[src/rtl/pipe_ctrl_multi.sv]
// Commit-point pipeline controller for an N-wide core: exception/interrupt/ertn/idle
// arbitration, registered flush and redirect, slot kill and pause. Optional counters: PIPE_CTRL_PERF_EN.
module pipe_ctrl_multi #(
    parameter int NUM_STAGES   = 8,
    parameter int ISSUE_WIDTH  = 2,
    parameter int NUM_EXC_SRC  = 6,
    parameter int FLUSH_CYCLES = 1
) (
    input  logic                                  clk,
    input  logic                                  rst_n,
    input  logic [NUM_STAGES-1:0]                 pause_req,
    input  logic [ISSUE_WIDTH-1:0]                commit_valid,
    input  logic [ISSUE_WIDTH*32-1:0]             commit_pc,
    input  logic [ISSUE_WIDTH*NUM_EXC_SRC-1:0]    commit_exc,
    input  logic [ISSUE_WIDTH*NUM_EXC_SRC*15-1:0] commit_cause,
    input  logic [ISSUE_WIDTH*32-1:0]             commit_badv,
    input  logic [ISSUE_WIDTH-1:0]                commit_priv,
    input  logic [ISSUE_WIDTH-1:0]                commit_ertn,
    input  logic [ISSUE_WIDTH-1:0]                commit_idle,
    input  logic [1:0]                            csr_plv,
    input  logic                                  csr_ie,
    input  logic [12:0]                           csr_lie,
    input  logic [12:0]                           csr_is,
    input  logic [31:0]                           csr_era,
    input  logic [31:0]                           csr_eentry,
    output logic                                  flush,
    output logic [31:0]                           flush_pc,
    output logic [ISSUE_WIDTH-1:0]                slot_kill,
    output logic                                  exc_valid,
    output logic [31:0]                           exc_pc,
    output logic [31:0]                           exc_badv,
    output logic [5:0]                            exc_ecode,
    output logic [8:0]                            exc_esubcode,
    output logic                                  ertn_valid,
    output logic [NUM_STAGES-1:0]                 pause,
    output logic                                  int_pending,
`ifdef PIPE_CTRL_PERF_EN
    output logic [31:0]                           perf_stall_cycles,
    output logic [31:0]                           perf_flush_count,
`endif
    output logic                                  idle_active
);

    typedef enum logic [1:0] {ST_RUN, ST_IDLE, ST_WAKE} state_e;

    localparam logic [3:0] FLUSH_LOAD = 4'(FLUSH_CYCLES);

    state_e                 state_q, state_d;
    logic [3:0]             flush_cnt_q, flush_cnt_d;
    logic [31:0]            flush_pc_q, flush_pc_d;
    logic [ISSUE_WIDTH-1:0] slot_kill_q, slot_kill_d;
    logic                   exc_valid_q, exc_valid_d;
    logic [31:0]            exc_pc_q, exc_pc_d;
    logic [31:0]            exc_badv_q, exc_badv_d;
    logic [5:0]             exc_ecode_q, exc_ecode_d;
    logic [8:0]             exc_esub_q, exc_esub_d;
    logic                   ertn_valid_q, ertn_valid_d;
    logic                   int_pending_q, int_pending_d;
    logic [31:0]            idle_pc_q, idle_pc_d;

    logic                   accept;
    logic                   found;
    logic                   trig_exc, trig_ertn, trig_idle;
    logic                   wake_fire, any_trig;
    logic                   ipe_src;
    logic [NUM_EXC_SRC-1:0] src_exc;
    logic [31:0]            sel_pc, sel_badv;
    logic [5:0]             sel_ecode;
    logic [8:0]             sel_esub;
    logic [NUM_STAGES-1:0]  pause_v;
    logic                   seen;

    assign accept        = (state_q == ST_RUN) && (flush_cnt_q == 4'd0);
    assign wake_fire     = (state_q == ST_WAKE);
    assign any_trig      = trig_exc | trig_ertn | wake_fire;
    assign int_pending_d = csr_ie & (|(csr_lie & csr_is));

    // Oldest slot with an event wins; every younger slot is killed behind it.
    always_comb begin
        // NOTE: every variable gets a default before any branch so no latch is inferred.
        found       = 1'b0;
        trig_exc    = 1'b0;
        trig_ertn   = 1'b0;
        trig_idle   = 1'b0;
        ipe_src     = 1'b0;
        src_exc     = '0;
        sel_pc      = '0;
        sel_badv    = '0;
        sel_ecode   = '0;
        sel_esub    = '0;
        slot_kill_d = '0;
        for (int s = 0; s < ISSUE_WIDTH; s++) begin
            if (found) begin
                slot_kill_d[s] = 1'b1;
            end else if (accept && commit_valid[s]) begin
                src_exc = commit_exc[s*NUM_EXC_SRC +: NUM_EXC_SRC];
                if ((|src_exc) || (s == 0 && int_pending_q)) begin
                    found          = 1'b1;
                    trig_exc       = 1'b1;
                    slot_kill_d[s] = 1'b1;
                    sel_pc         = commit_pc[s*32 +: 32];
                    sel_badv       = commit_badv[s*32 +: 32];
                    for (int j = 0; j < NUM_EXC_SRC; j++) begin
                        if (src_exc[j]) begin
                            sel_ecode = commit_cause[(s*NUM_EXC_SRC+j)*15+9 +: 6];
                            sel_esub  = commit_cause[(s*NUM_EXC_SRC+j)*15 +: 9];
                            ipe_src   = (j == 2);
                        end
                    end
                    if (ipe_src && commit_priv[s] && csr_plv != 2'd0) begin
                        sel_ecode = 6'h0E;
                        sel_esub  = 9'd0;
                    end
                    if (s == 0 && int_pending_q) begin
                        sel_ecode = 6'h00;
                        sel_esub  = 9'd0;
                    end
                end else if (commit_ertn[s]) begin
                    found     = 1'b1;
                    trig_ertn = 1'b1;
                end else if (commit_idle[s]) begin
                    found     = 1'b1;
                    trig_idle = 1'b1;
                    sel_pc    = commit_pc[s*32 +: 32];
                end
            end
        end
    end

    always_comb begin
        state_d      = state_q;
        flush_pc_d   = flush_pc_q;
        exc_pc_d     = exc_pc_q;
        exc_badv_d   = exc_badv_q;
        exc_ecode_d  = exc_ecode_q;
        exc_esub_d   = exc_esub_q;
        idle_pc_d    = idle_pc_q;
        exc_valid_d  = trig_exc | wake_fire;
        ertn_valid_d = trig_ertn;
        flush_cnt_d  = (flush_cnt_q != 4'd0) ? flush_cnt_q - 4'd1 : 4'd0;
        if (any_trig) flush_cnt_d = FLUSH_LOAD;

        if (trig_exc) begin
            flush_pc_d  = csr_eentry;
            exc_pc_d    = sel_pc;
            exc_badv_d  = sel_badv;
            exc_ecode_d = sel_ecode;
            exc_esub_d  = sel_esub;
        end else if (trig_ertn) begin
            flush_pc_d  = csr_era;
        end

        case (state_q)
            ST_RUN: begin
                if (trig_idle) begin
                    state_d   = ST_IDLE;
                    idle_pc_d = sel_pc + 32'd4;
                end
            end
            ST_IDLE: if (int_pending_q) state_d = ST_WAKE;
            ST_WAKE: begin
                state_d     = ST_RUN;
                flush_pc_d  = csr_eentry;
                exc_pc_d    = idle_pc_q;
                exc_badv_d  = '0;
                exc_ecode_d = '0;
                exc_esub_d  = '0;
            end
            default: state_d = ST_RUN;
        endcase
    end

    always_ff @(posedge clk or negedge rst_n) begin
        if (!rst_n) begin
            state_q       <= ST_RUN;
            flush_cnt_q   <= '0;
            flush_pc_q    <= '0;
            slot_kill_q   <= '0;
            exc_valid_q   <= 1'b0;
            exc_pc_q      <= '0;
            exc_badv_q    <= '0;
            exc_ecode_q   <= '0;
            exc_esub_q    <= '0;
            ertn_valid_q  <= 1'b0;
            int_pending_q <= 1'b0;
            idle_pc_q     <= '0;
        end else begin
            // NOTE: non-blocking assignments so every register samples pre-edge values.
            state_q       <= state_d;
            flush_cnt_q   <= flush_cnt_d;
            flush_pc_q    <= flush_pc_d;
            slot_kill_q   <= slot_kill_d;
            exc_valid_q   <= exc_valid_d;
            exc_pc_q      <= exc_pc_d;
            exc_badv_q    <= exc_badv_d;
            exc_ecode_q   <= exc_ecode_d;
            exc_esub_q    <= exc_esub_d;
            ertn_valid_q  <= ertn_valid_d;
            int_pending_q <= int_pending_d;
            idle_pc_q     <= idle_pc_d;
        end
    end

    // Thermometer from the highest requesting stage down to the PC stage.
    always_comb begin
        seen    = 1'b0;
        pause_v = '0;
        for (int i = NUM_STAGES - 1; i >= 0; i--) begin
            seen       = seen | pause_req[i];
            pause_v[i] = seen;
        end
        if (state_q == ST_IDLE) pause_v = {1'b0, {(NUM_STAGES-1){1'b1}}};
        if (flush) pause_v = '0;
    end

    // pause is combinational from pause_req, so it is gated to honour the all-zero reset state.
    assign pause        = rst_n ? pause_v : '0;
    assign flush        = (flush_cnt_q != 4'd0);
    assign flush_pc     = flush_pc_q;
    assign slot_kill    = slot_kill_q;
    assign exc_valid    = exc_valid_q;
    assign exc_pc       = exc_pc_q;
    assign exc_badv     = exc_badv_q;
    assign exc_ecode    = exc_ecode_q;
    assign exc_esubcode = exc_esub_q;
    assign ertn_valid   = ertn_valid_q;
    assign int_pending  = int_pending_q;
    assign idle_active  = (state_q == ST_IDLE);

`ifdef PIPE_CTRL_PERF_EN
    logic [31:0] perf_stall_q, perf_flush_q;

    always_ff @(posedge clk or negedge rst_n) begin
        if (!rst_n) begin
            perf_stall_q <= '0;
            perf_flush_q <= '0;
        end else begin
            if (|pause)   perf_stall_q <= perf_stall_q + 32'd1;
            if (any_trig) perf_flush_q <= perf_flush_q + 32'd1;
        end
    end

    assign perf_stall_cycles = perf_stall_q;
    assign perf_flush_count  = perf_flush_q;
`endif

endmodule

[config.mk]
export PLATFORM = sky130hd
export DESIGN_NAME = pipe_ctrl_multi
export DESIGN_NICKNAME = d
export VERILOG_FILES = /design/src/rtl/pipe_ctrl_multi.sv
export SDC_FILE = /design/constraint.sdc
export NUM_CORES = 1
export LEC_CHECK = 0
export ABC_AREA = 0
export CAP_MARGIN = 20
export CORE_AREA = 2 2 217 219
export CTS_CLUSTER_DIAMETER = 200
export DETAILED_ROUTE_END_ITERATION = 10
export DIE_AREA = 0 0 219 221
export PLACE_DENSITY = 0.61
export SYNTH_ARGS = -nofsm -noshare
export SYNTH_HDL_FRONTEND = slang
export SYNTH_SLANG_ARGS = --single-unit
[constraint.sdc]
create_clock -name clk -period 7.27 [get_ports clk]
set_input_delay 1.8175 -clock clk [delete_from_list [all_inputs] [get_ports clk]]
set_output_delay 1.8175 -clock clk [all_outputs]
set_load 0.02 [all_outputs]
==> results.tsv, run 1 <==
stage	metric	value	unit
synthesis	syn-mean-instance-area	8.25	µm²
sta	rsz0062_at_grt	false	
worst_setup_path	cp-start-kind	primary input	
detailed_routing	drt-initial-drc-count	773	
clock_tree	cts_made_buffers	17	
grt	grt_max_degree	63	
floorplan	io_pins	557	
detailed_routing	drt_pre_antenna_iters	6	
worst_setup_path	cp_slowest_stage_delay	660	ps
synthesis	synth_fp_nets	1553	
detailed_routing	detail-route-antenna-nets	0	
detailed_routing	vias_per_cell	4.88	
floorplan	num_rows	79	
floorplan	initial_utilization	20.0	%
pwr	vdd_drop_max	166	µV
outcome	status	complete, no violations	
synthesis	synth-edff-count	0	
sta	max_freq	0.166	GHz
worst_setup_path	cp_cell_sequence	clkdlybuf4s50_1, or3_1, or3_1, nor4_1, a21oi_1, clkdlybuf4s50_1	
synthesis	ys.flop_type	dfrtp_1	
clock_tree	h-tree-depth	4	
worst_setup_path	cp_max_fo	4	
worst_setup_path	end_kind	output pin	
worst_setup_path	cp.arrival	4190	ps
worst_setup_path	cp.required	5450	ps
worst_setup_path	critPathKind	in -> out	
sta	setup_tns	0	ps
grt	grt_pass1_vias	11300	
synthesis	synthMuxAreaShare	0.108	%
detailed_routing	via_count	11000	
sta	period_minus_slack	6010	ps
final_layout	stdcell_count	2259	
detailed_routing	drcViolationCount	0	
floorplan	die_h	221	µm
sta	setup_viol	0	
synthesis	syn_inst	1119	
final_layout	syn_to_final_growth	73.4	%
synthesis	synth_xor_area_share	1.80	%
placement	hpwl	38.4	mm
sta	worstMarginPinSlew	942	ps
floorplan	die_x	219	µm
sta	fin_skew	16.8	ps
synthesis	yosysWarningCount	0	
final_layout	layout-drive-gt1-share	4.97	%
synthesis	syn_area	9230	µm²
grt	grt_antenna_before_repair	1	
placement	dp.cells	2224	
clock_tree	cts_hold_buf	0	
detailed_routing	wl_per_cell	21.4	µm
synthesis	synth_compound_area_share	30.7	%
sta	final_max_slew_viol_count	0	
synthesis	ys_seq_area_share	41.7	%
pwr	power_density	282	nW/µm²
detailed_routing	totalWireLength	48.4	mm
placement	gp_congestion	0.995	
grt	overflow	0	
synthesis	ys_ff_latch	154	
pwr	p_leak	0.00623	µW
sta	finalHoldViolCount	0	
flow_run	max-cap-violations	0	
clock_tree	cts_root_buf	clkbuf_16	
min_path	hp-class	reg -> reg	
floorplan	coreArea	46100	µm²
synthesis	yosys.area_share.adder	0.407	%
grt	track_usage	19.5	%
clock_tree	clock_path_buffers	2	
clock_tree	clkSlewWorstSetupHoldPaths	70	ps
clock_tree	cts_setup_buffers	0	
synthesis	synth_top_family_by_area	compound AO/OA/AOI/OAI gates	
clock_tree	insertion_delay	450	ps
synthesis	yosysUniqueCellTypes	70	
floorplan	dieArea	48400	µm²
grt	grt_pass1_wl	70.8	mm
clock_tree	numClockSinks	154	
synthesis	yosys.area_share.simple	20.0	%
sta	slew_headroom	36.6	%
final_layout	final_nets	2071	
synthesis	synthArstFlopShare	100	%
placement	io_buffers	556	
worst_setup_path	cp_slowest_cell	clkdlybuf4s50_1	
clock_tree	post_cts_resized	0	
clock_tree	cts_tree	done	
sta	fin_crit_sh	82.7	%
==> cells in the final DEF, fill, tap and decap left out, types with 27 or more instances in the layout <==
cell type,count
o22ai_1,61
a21oi_1,91
buf_4,28
and3_1,39
o21ai_0,113
nor2_1,117
dfrtp_1,154
nand2_1,137
a22oi_1,50
inv_1,27
clkdlybuf4s50_1,555
==> metal layers <==
metal	track usage, %	vias to the layer above	wire length [µm]	share of wire [%]
li1	-	5196	-	-
met1	25.1	5267	20700	43
met2	32.7	501	23100	48
met3	4.74	54	3890	8.0
met4	4.60	0	840	1.7
met5	0	-	0	0
==> worst max-delay path, delay by kind of cell <==
family / cells / cell delay [ps]
buffers and inverters: 2 / 1070
and+or+nand+nor: 3 / 1040
AOI/OAI and AO/OA: 1 / 260
==> state kept, by name, indices dropped and copies added, names as in the netlist <==
register and flops:
idle_pc_q 32, int_pending 1, exc_valid 1, exc_esubcode 9, flush_cnt_q 4, exc_ecode 6
flush_pc 32, ertn_valid 1, exc_pc 32, slot_kill 2, exc_badv 32, state_q 2
==> worst paths after layout <==
path                            endpoint  slack, ps      startpoint  cells past startpoint
min in group asynchronous     exc_pc[24]       1280           rst_n                      1
max in group asynchronous    flush_pc[3]       4800           rst_n                      2
min                         idle_pc_q[3]        460    idle_pc_q[3]                      2
max                             pause[0]       1260    pause_req[7]                      6
max reg2reg                idle_pc_q[24]       2870  flush_cnt_q[0]                     16
min reg2reg                 idle_pc_q[3]        460    idle_pc_q[3]                      2
==> cells in the mapped netlist (all sizes together), types with 10 or more instances <==
master / n / area [µm²]
nor2b: 16 / 100
buf: 21 / 133
inv: 27 / 101
nor2: 120 / 453
o22ai: 61 / 382
o21ai: 114 / 571
nand2: 137 / 514
a22oi: 54 / 429
a31oi: 12 / 75.1
o311ai: 12 / 105
nor3: 17 / 96.4
a221oi: 27 / 243
a21oi: 91 / 455
xnor2: 10 / 87.6
nand3: 14 / 75.1
a22o: 15 / 131
and3: 39 / 244
clkbuf: 65 / 244
o31ai: 15 / 118
dfrtp: 154 / 3850
==> report_power, final <==
group	internal, µW	switching, µW	total [µW]
Clock	481	412	893
Sequential	1150	168	1320
Combinational	1050	1260	2300
Total	2680	1840	4520
==> kinds of logic (layout without fill, tap and decap cells) <==
kind of cell / after synthesis / after routing
other cells: 0 / 2
fa+ha+maj: 3 / 3
mux: 1 / 1
buf+inv: 115 / 646
simple gates: 391 / 391
xor+xnor: 19 / 19
compound gates: 436 / 436
flops: 154 / 154
==> final cells by class <==
cell class,count,area (µm²)
diodes,2,5.00
clock buffers,19,433
clock inverters,13,134
fillers,4803,30000
inverters,29,109
multi-input cells,850,4920
flip-flops and latches,154,3850
well taps,607,759
repair buffers,585,5800
==> per-stage QoR <==
stage,power (µW),hold slack [ps],util [%],setup WS [ps],area (µm²)
floorplan,2440,430,-,2130,9230
global placement,3620,442,33.5,1090,15400
CTS,4570,466,34.7,1150,16000
global route,4810,512,34.8,1100,16000
finish,4520,463,34.8,1260,16000
detailed placement,3650,450,33.5,1020,15400
Note: power is estimated with default switching activity, not from simulation.
==> run 2: changes to the inputs <==
--- a/config.mk
+++ b/config.mk
@@ -7,11 +7,11 @@
 export LEC_CHECK = 0
 export ABC_AREA = 0
 export CAP_MARGIN = 20
-export CORE_AREA = 2 2 217 219
+export CORE_AREA = 2 2 215 217
 export CTS_CLUSTER_DIAMETER = 200
 export DETAILED_ROUTE_END_ITERATION = 10
-export DIE_AREA = 0 0 219 221
-export PLACE_DENSITY = 0.61
+export DIE_AREA = 0 0 217 219
+export PLACE_DENSITY = 0.63
 export SYNTH_ARGS = -nofsm -noshare
 export SYNTH_HDL_FRONTEND = slang
 export SYNTH_SLANG_ARGS = --single-unit
==> constraint.sdc (replaced) <==
create_clock -name clk -period 4.9 [get_ports clk]
set_input_delay 1.225 -clock clk [delete_from_list [all_inputs] [get_ports clk]]
set_output_delay 1.225 -clock clk [all_outputs]
set_load 0.02 [all_outputs]
==> run 2 against run 1 <==
First-iteration DRC count is 4.8% higher. Critical path depth stayed put. Clock skew is 2.3 ps higher. Wire length is 2.5% lower. Utilization is 1.1 points higher. Global-route usage is 0.16 points lower. Count of clock-buffer cells in the layout is 2 higher. Final cell count is 0.44% higher. Cell area is 0.91% higher. Setup slack worse by 940 ps. Non-clock buffer count is 15 higher. Largest cell class unchanged.
==> results.tsv, run 2 (synthesized netlist as in run 1, its figures left out) <==
stage	metric	value	unit	change
sta	slew_headroom	34.9	%	-1.7 points
sta	worstMarginPinSlew	977	ps	+34.9 ps
placement	hpwl	37.0	mm	-3.7%
sta	period_minus_slack	4580	ps	
grt	use_met1	24.7	%	-0.40 points
placement	dp.cells	2233		+0.40%
clock_tree	numClockSinks	154		unchanged
final_layout	fin_area	16200	µm²	+0.91%
final_layout	nFillCells	4659		-3.0%
final_layout	mostFrequentLayoutCells	clkdlybuf4s50_1 (555), dfrtp_1 (154), nand2_1 (137), nor2_1 (117), o21ai_0 (113)		
detailed_routing	totalWireLength	47.2	mm	-2.5%
floorplan	die_x	217	µm	-0.91%
clock_tree	cts_root_buf	clkbuf_16		
floorplan	num_rows	78		-1.3%
placement	place_area	15600	µm²	+0.85%
pwr	p_leak	0.00632	µW	+1.3%
worst_setup_path	cp-start-kind	primary input		
worst_setup_path	cp.required	3670	ps	-1780 ps
final_layout	final_nets	2086		+0.72%
grt	grt_max_degree	74		+17%
pwr	vdd_drop_max	278	µV	+67%
grt	grt_antenna_before_repair	5		+4
worst_setup_path	cp_slowest_stage_delay	550	ps	-110 ps
sta	max_freq	0.218	GHz	
worst_setup_path	cp_slowest_cell	clkdlybuf4s50_1		
worst_setup_path	end_kind	output pin		
clock_tree	insertion_delay	460	ps	about the same
grt	overflow	0		unchanged
detailed_routing	via_count	11200		+1.7%
final_layout	layout-drive-gt1-share	5.83	%	+0.86 points
floorplan	coreArea	45100	µm²	-2.1%
floorplan	io_pins	557		unchanged
clock_tree	cts_made_buffers	17		unchanged
clock_tree	cts_setup_buffers	0		unchanged
grt	grt.busiest_layer	met2		
final_layout	syn_to_final_growth	75.0	%	
worst_setup_path	cp_max_fo	4		unchanged
sta	fin_skew	19.1	ps	+2.32 ps
clock_tree	post_cts_resized	0		unchanged
worst_setup_path	cp.arrival	3350	ps	-840 ps
flow_run	max-cap-violations	0		unchanged
grt	grt_pass1_vias	11100		-1.5%
grt	track_usage	19.3	%	-0.16 points
worst_setup_path	critPathKind	in -> out		
detailed_routing	wl_per_cell	20.8	µm	-2.9%
placement	io_buffers	556		unchanged
worst_setup_path	cp_cell_sequence	clkdlybuf4s50_1, or3_1, or3_1, nor4_1, a21oi_1, clkdlybuf4s50_1		
detailed_routing	drt_pre_antenna_iters	5		-1
sta	setup_viol	0		unchanged
worst_setup_path	r2r_cells	15		-1
final_layout	mostFrequentLayoutCell	clkdlybuf4s50_1		
grt	grt_use_met3	5.18	%	+0.44 points
outcome	status	complete, no violations		
floorplan	initial_utilization	20.5	%	+0.43 points
sta	layout_setup_ws	321	ps	-938 ps
detailed_routing	detail-route-antenna-nets	0		unchanged
pwr	power	6750	µW	+49%
placement	gp_congestion	0.953		-4.2%
detailed_routing	drt-initial-drc-count	810		+4.8%
clock_tree	h-tree-depth	4		unchanged
detailed_routing	drcViolationCount	0		unchanged
sta	rsz0062_at_grt	false		
detailed_routing	vias_per_cell	4.94		+1.3%
clock_tree	clkSlewWorstSetupHoldPaths	70	ps	about the same
placement	dp_slack	19.7	ps	-1000 ps
floorplan	die_h	219	µm	-0.90%
min_path	hp-class	reg -> reg		
sta	setup_tns	0	ps	unchanged
pwr	power_density	418	nW/µm²	+48%
floorplan	dieArea	47500	µm²	-1.8%
sta	fin_crit_sh	93.5	%	
grt	met2_usage	31.5	%	-1.2 points
grt	grt_pass1_wl	69.1	mm	-2.5%
sta	final_max_slew_viol_count	0		unchanged
min_path	hold_depth	2		unchanged
final_layout	stdcell_count	2269		+0.44%
clock_tree	cts_tree	done		
clock_tree	cts_hold_buf	0		unchanged
sta	finalHoldViolCount	0		unchanged
clock_tree	clock_path_buffers	2		unchanged
run 2: power by group:
part / internal, µW / switching (µW)
Clock: 786 / 597
Combinational: 1560 / 1860
Sequential: 1710 / 242
Total: 4050 / 2700
run 2: cell type report:
cell class | count | area (µm²) | share of cell area [%]
multi-input cells | 850 | 4920 | 30.5
well taps | 600 | 751 | 4.65
diodes | 4 | 10.0 | 0.0619
flip-flops and latches | 154 | 3850 | 23.8
repair buffers | 600 | 5920 | 36.6
clock buffers | 21 | 460 | 2.85
inverters | 29 | 109 | 0.674
clock inverters | 11 | 136 | 0.844
run 2: path summary, 6_finish.rpt:
path                                start             to  slack (ps)
min in group asynchronous           rst_n   flush_pc[25]         590
hold reg to reg              idle_pc_q[3]   idle_pc_q[3]         460
setup reg to reg           flush_cnt_q[0]  idle_pc_q[30]         940
hold / removal               idle_pc_q[3]   idle_pc_q[3]         460
setup / recovery             pause_req[6]       pause[0]         320
max in group asynchronous           rst_n  idle_pc_q[31]        3090
run 2: worst max-delay path, delay by kind of cell:
kind	cells	cell delay, ps
buffers and inverters	2	940
AOI/OAI and AO/OA	1	130
and+or+nand+nor	3	1070
run 2: layer usage:
layer | vias to the layer above | wire [µm]
met4 | 4 | 1240
met5 | - | 31
li1 | 5234 | -
met1 | 5351 | 19800
met2 | 544 | 22100
met3 | 73 | 4020
run 2: stage by stage:
stage          util (%)  hold WS (ps)
4_1_cts            35.8           464
3_3_place_gp       34.5           441
2_1_floorplan         -           430
3_5_place_dp       34.5           449
6_report           35.8           460
5_1_grt            35.8           490
==> run 3: changes to the inputs <==
--- a/config.mk
+++ b/config.mk
@@ -11,7 +11,8 @@
 export CTS_CLUSTER_DIAMETER = 200
 export DETAILED_ROUTE_END_ITERATION = 10
 export DIE_AREA = 0 0 217 219
-export PLACE_DENSITY = 0.63
+export HOLD_SLACK_MARGIN = 0.12
+export PLACE_DENSITY = 0.5
 export SYNTH_ARGS = -nofsm -noshare
 export SYNTH_HDL_FRONTEND = slang
 export SYNTH_SLANG_ARGS = --single-unit
==> run 3 against run 2 <==
Wire length up 2.4%. Die area unchanged. Fmax up 0.75%. Critical path depth unchanged. Clock power down 7%. Total power down 1.2%. Cell area down 0.54%. Sequential share of layout area up 0.13 points. Combinational power about the same. Final cell count down 0.22%. Utilization down 0.19 points. First-iteration DRC count up 4.7%.
==> results.tsv, run 3 (synthesized netlist as in run 1, its figures left out) <==
stage	metric	value	unit	change
pwr	seqPwrFrac	29.4	%	+0.5 points
clock_tree	cts_root_buf	clkbuf_16		
clock_tree	numClockSinks	154		unchanged
grt	overflow	0		unchanged
pwr	power_density	415	nW/µm²	-0.63%
detailed_routing	detail-route-antenna-nets	0		unchanged
worst_setup_path	cp_slowest_cell	clkdlybuf4s50_1		
clock_tree	cts_tree	done		
sta	period_minus_slack	4550	ps	-34.0 ps
clock_tree	post_cts_resized	0		unchanged
min_path	hold_end	idle_pc_q[3]		
floorplan	io_pins	557		unchanged
detailed_routing	vias_per_cell	4.83		-2.2%
worst_setup_path	timing.rr.end	idle_pc_q[30]		
detailed_routing	totalWireLength	48.4	mm	+2.4%
min_path	hp-class	reg -> reg		
floorplan	dieArea	47500	µm²	unchanged
sta	slew_headroom	27.6	%	-7.3 points
worst_setup_path	cp.required	3670	ps	about the same
placement	hpwl	37.9	mm	+2.5%
sta	setup_viol	0		unchanged
worst_setup_path	cp.arrival	3320	ps	-30 ps
final_layout	fin_area	16100	µm²	-0.54%
worst_setup_path	path_buf_inv	2		unchanged
clock_tree	insertion_delay	440	ps	-20 ps
sta	final_max_slew_viol_count	0		unchanged
worst_setup_path	cp_max_fo	4		unchanged
flow_run	max-cap-violations	0		unchanged
placement	gp_congestion	0.904		-5.1%
worst_setup_path	worstReg2RegStart	flush_cnt_q[0]		
pwr	p_clk_share	19.1	%	-1.4 points
final_layout	layout-drive-gt1-share	5.72	%	-0.11 points
grt	grt_antenna_before_repair	6		+1
grt	grt.busiest_layer	met2		
sta	max_freq	0.220	GHz	+0.75%
detailed_routing	wl_per_cell	21.4	µm	+2.6%
grt	use_met1	25.3	%	+0.63 points
detailed_routing	drt-initial-drc-count	848		+4.7%
pwr	power.switching	2730	µW	+1.1%
worst_setup_path	critical_path.top_delay_family	simple AND/OR/NAND/NOR gates		
pwr	p_leak	0.00627	µW	-0.68%
pwr	power.switching_fraction	40.9	%	+0.92 points
grt	grt_max_degree	71		-4.1%
clock_tree	cts_setup_buffers	0		unchanged
clock_tree	cts_hold_buf	0		unchanged
sta	fin_skew	13.8	ps	-5.29 ps
worst_setup_path	cp-start-kind	primary input		
min_path	min-delay-start	idle_pc_q[3]		
detailed_routing	drcViolationCount	0		unchanged
final_layout	mostFrequentLayoutCell	clkdlybuf4s50_1		
floorplan	initial_utilization	20.5	%	unchanged
final_layout	mostFrequentLayoutCells	clkdlybuf4s50_1 (555), dfrtp_1 (154), nand2_1 (137), nor2_1 (117), o21ai_0 (113)		
clock_tree	clock_path_buffers	2		unchanged
clock_tree	h-tree-depth	4		unchanged
worst_setup_path	cp_slowest_stage_delay	550	ps	about the same
sta	rsz0062_at_grt	false		
clock_tree	clkSlewWorstSetupHoldPaths	70	ps	about the same
pwr	p_int	3950	µW	-2.7%
final_layout	syn_to_final_growth	74.1	%	
worst_setup_path	end_kind	output pin		
final_layout	final_nets	2083		-0.14%
placement	place_area	15500	µm²	-0.19%
sta	worstMarginPinSlew	1090	ps	+109 ps
grt	grt_pass1_vias	11000		-0.86%
floorplan	num_rows	78		unchanged
detailed_routing	via_count	10900		-2.4%
grt	grt_pass1_wl	70.0	mm	+1.3%
outcome	status	complete, no violations		
min_path	hold_depth	2		unchanged
floorplan	die_x	217	µm	unchanged
floorplan	coreArea	45100	µm²	unchanged
pwr	vdd_drop_max	260	µV	-6.5%
worst_setup_path	rrSetupSlack	1000	ps	+60 ps
pwr	p_comb_share	51.5	%	+0.9 points
placement	io_buffers	556		unchanged
detailed_routing	drt_pre_antenna_iters	7		+2
worst_setup_path	r2r_cells	15		unchanged
grt	met2_usage	32.0	%	+0.48 points
clock_tree	cts_made_buffers	17		unchanged
grt	track_usage	19.7	%	+0.39 points
sta	fin_crit_sh	92.8	%	-0.69 points
final_layout	nFillCells	4756		+2.1%
sta	setup_tns	0	ps	unchanged
grt	grt_use_met3	5.17	%	-0.014 points
sta	finalHoldViolCount	0		unchanged
floorplan	die_h	219	µm	unchanged
worst_setup_path	cp_cell_sequence	clkdlybuf4s50_1, or3_1, or3_1, nor4_1, a21oi_1, clkdlybuf4s50_1		
worst_setup_path	critPathKind	in -> out		
run 3: changes by cell type in the layout (fill, tap and decap cells not counted), sizes merged:
cell	before	now
bufinv	2	0
buf	45	42
inv	31	32
clkinvlp	2	4
clkbuf	21	19
diode	4	3
run 3: per-stage QoR:
step | power [µW] | util [%] | instances | worst slack, ps | hold WS (ps)
finish | 6670 | 35.7 | 2264 | 355 | 464
global route | 7090 | 35.7 | 2264 | 224 | 483
CTS | 6780 | 35.6 | 2261 | 343 | 465
detailed placement | 5460 | 34.4 | 2230 | 28.5 | 448
global placement | 5430 | 34.4 | 2230 | 92.1 | 447
floorplan | 3620 | - | 1119 | 356 | 430
run 3: worst max-delay path by stage:
| stage | start | endpoint | slack [ps] | depth (start not counted) |
|---|---|---|---|---|
| after floorplan | commit_exc[9] | idle_pc_q[28] | 360 | 18 |
| after global placement | commit_exc[9] | idle_pc_q[28] | 90 | 14 |
| after detailed placement | commit_exc[9] | idle_pc_q[28] | 30 | 14 |
| after CTS | pause_req[6] | pause[0] | 340 | 6 |
| after global routing | commit_exc[9] | idle_pc_q[14] | 220 | 15 |
| final | pause_req[6] | pause[0] | 350 | 6 |
run 3: final cells by class:
class / instances / area (µm²) / share of cell area, %
diodes: 3 / 7.51 / 0.0467
clock inverters: 12 / 88.8 / 0.553
clock buffers: 19 / 453 / 2.82
inverters: 29 / 109 / 0.677
flip-flops and latches: 154 / 3850 / 24.0
repair buffers: 597 / 5890 / 36.6
well taps: 600 / 751 / 4.67
multi-input cells: 850 / 4920 / 30.6
run 3: worst min-delay path: cells and delay by family (launching register included):
kind,cells,cell delay (ps)
DFF,1,340
and+or+nand+nor,2,90
run 3: power by group through the flow:
stage	Combinational [µW]	Sequential, µW	Clock (µW)
after CTS	3480	1970	1330
after global routing	3710	2010	1370
after floorplan	1190	2420	0
after global placement	3460	1980	0
final	3430	1960	1280
after detailed placement	3470	1990	0
run 3: metal layers:
metal | part of all wire [%] | vias up
met5 | 0.062 | -
met4 | 2.5 | 4
met3 | 7.6 | 50
met2 | 47 | 460
met1 | 43 | 5204
li1 | - | 5215
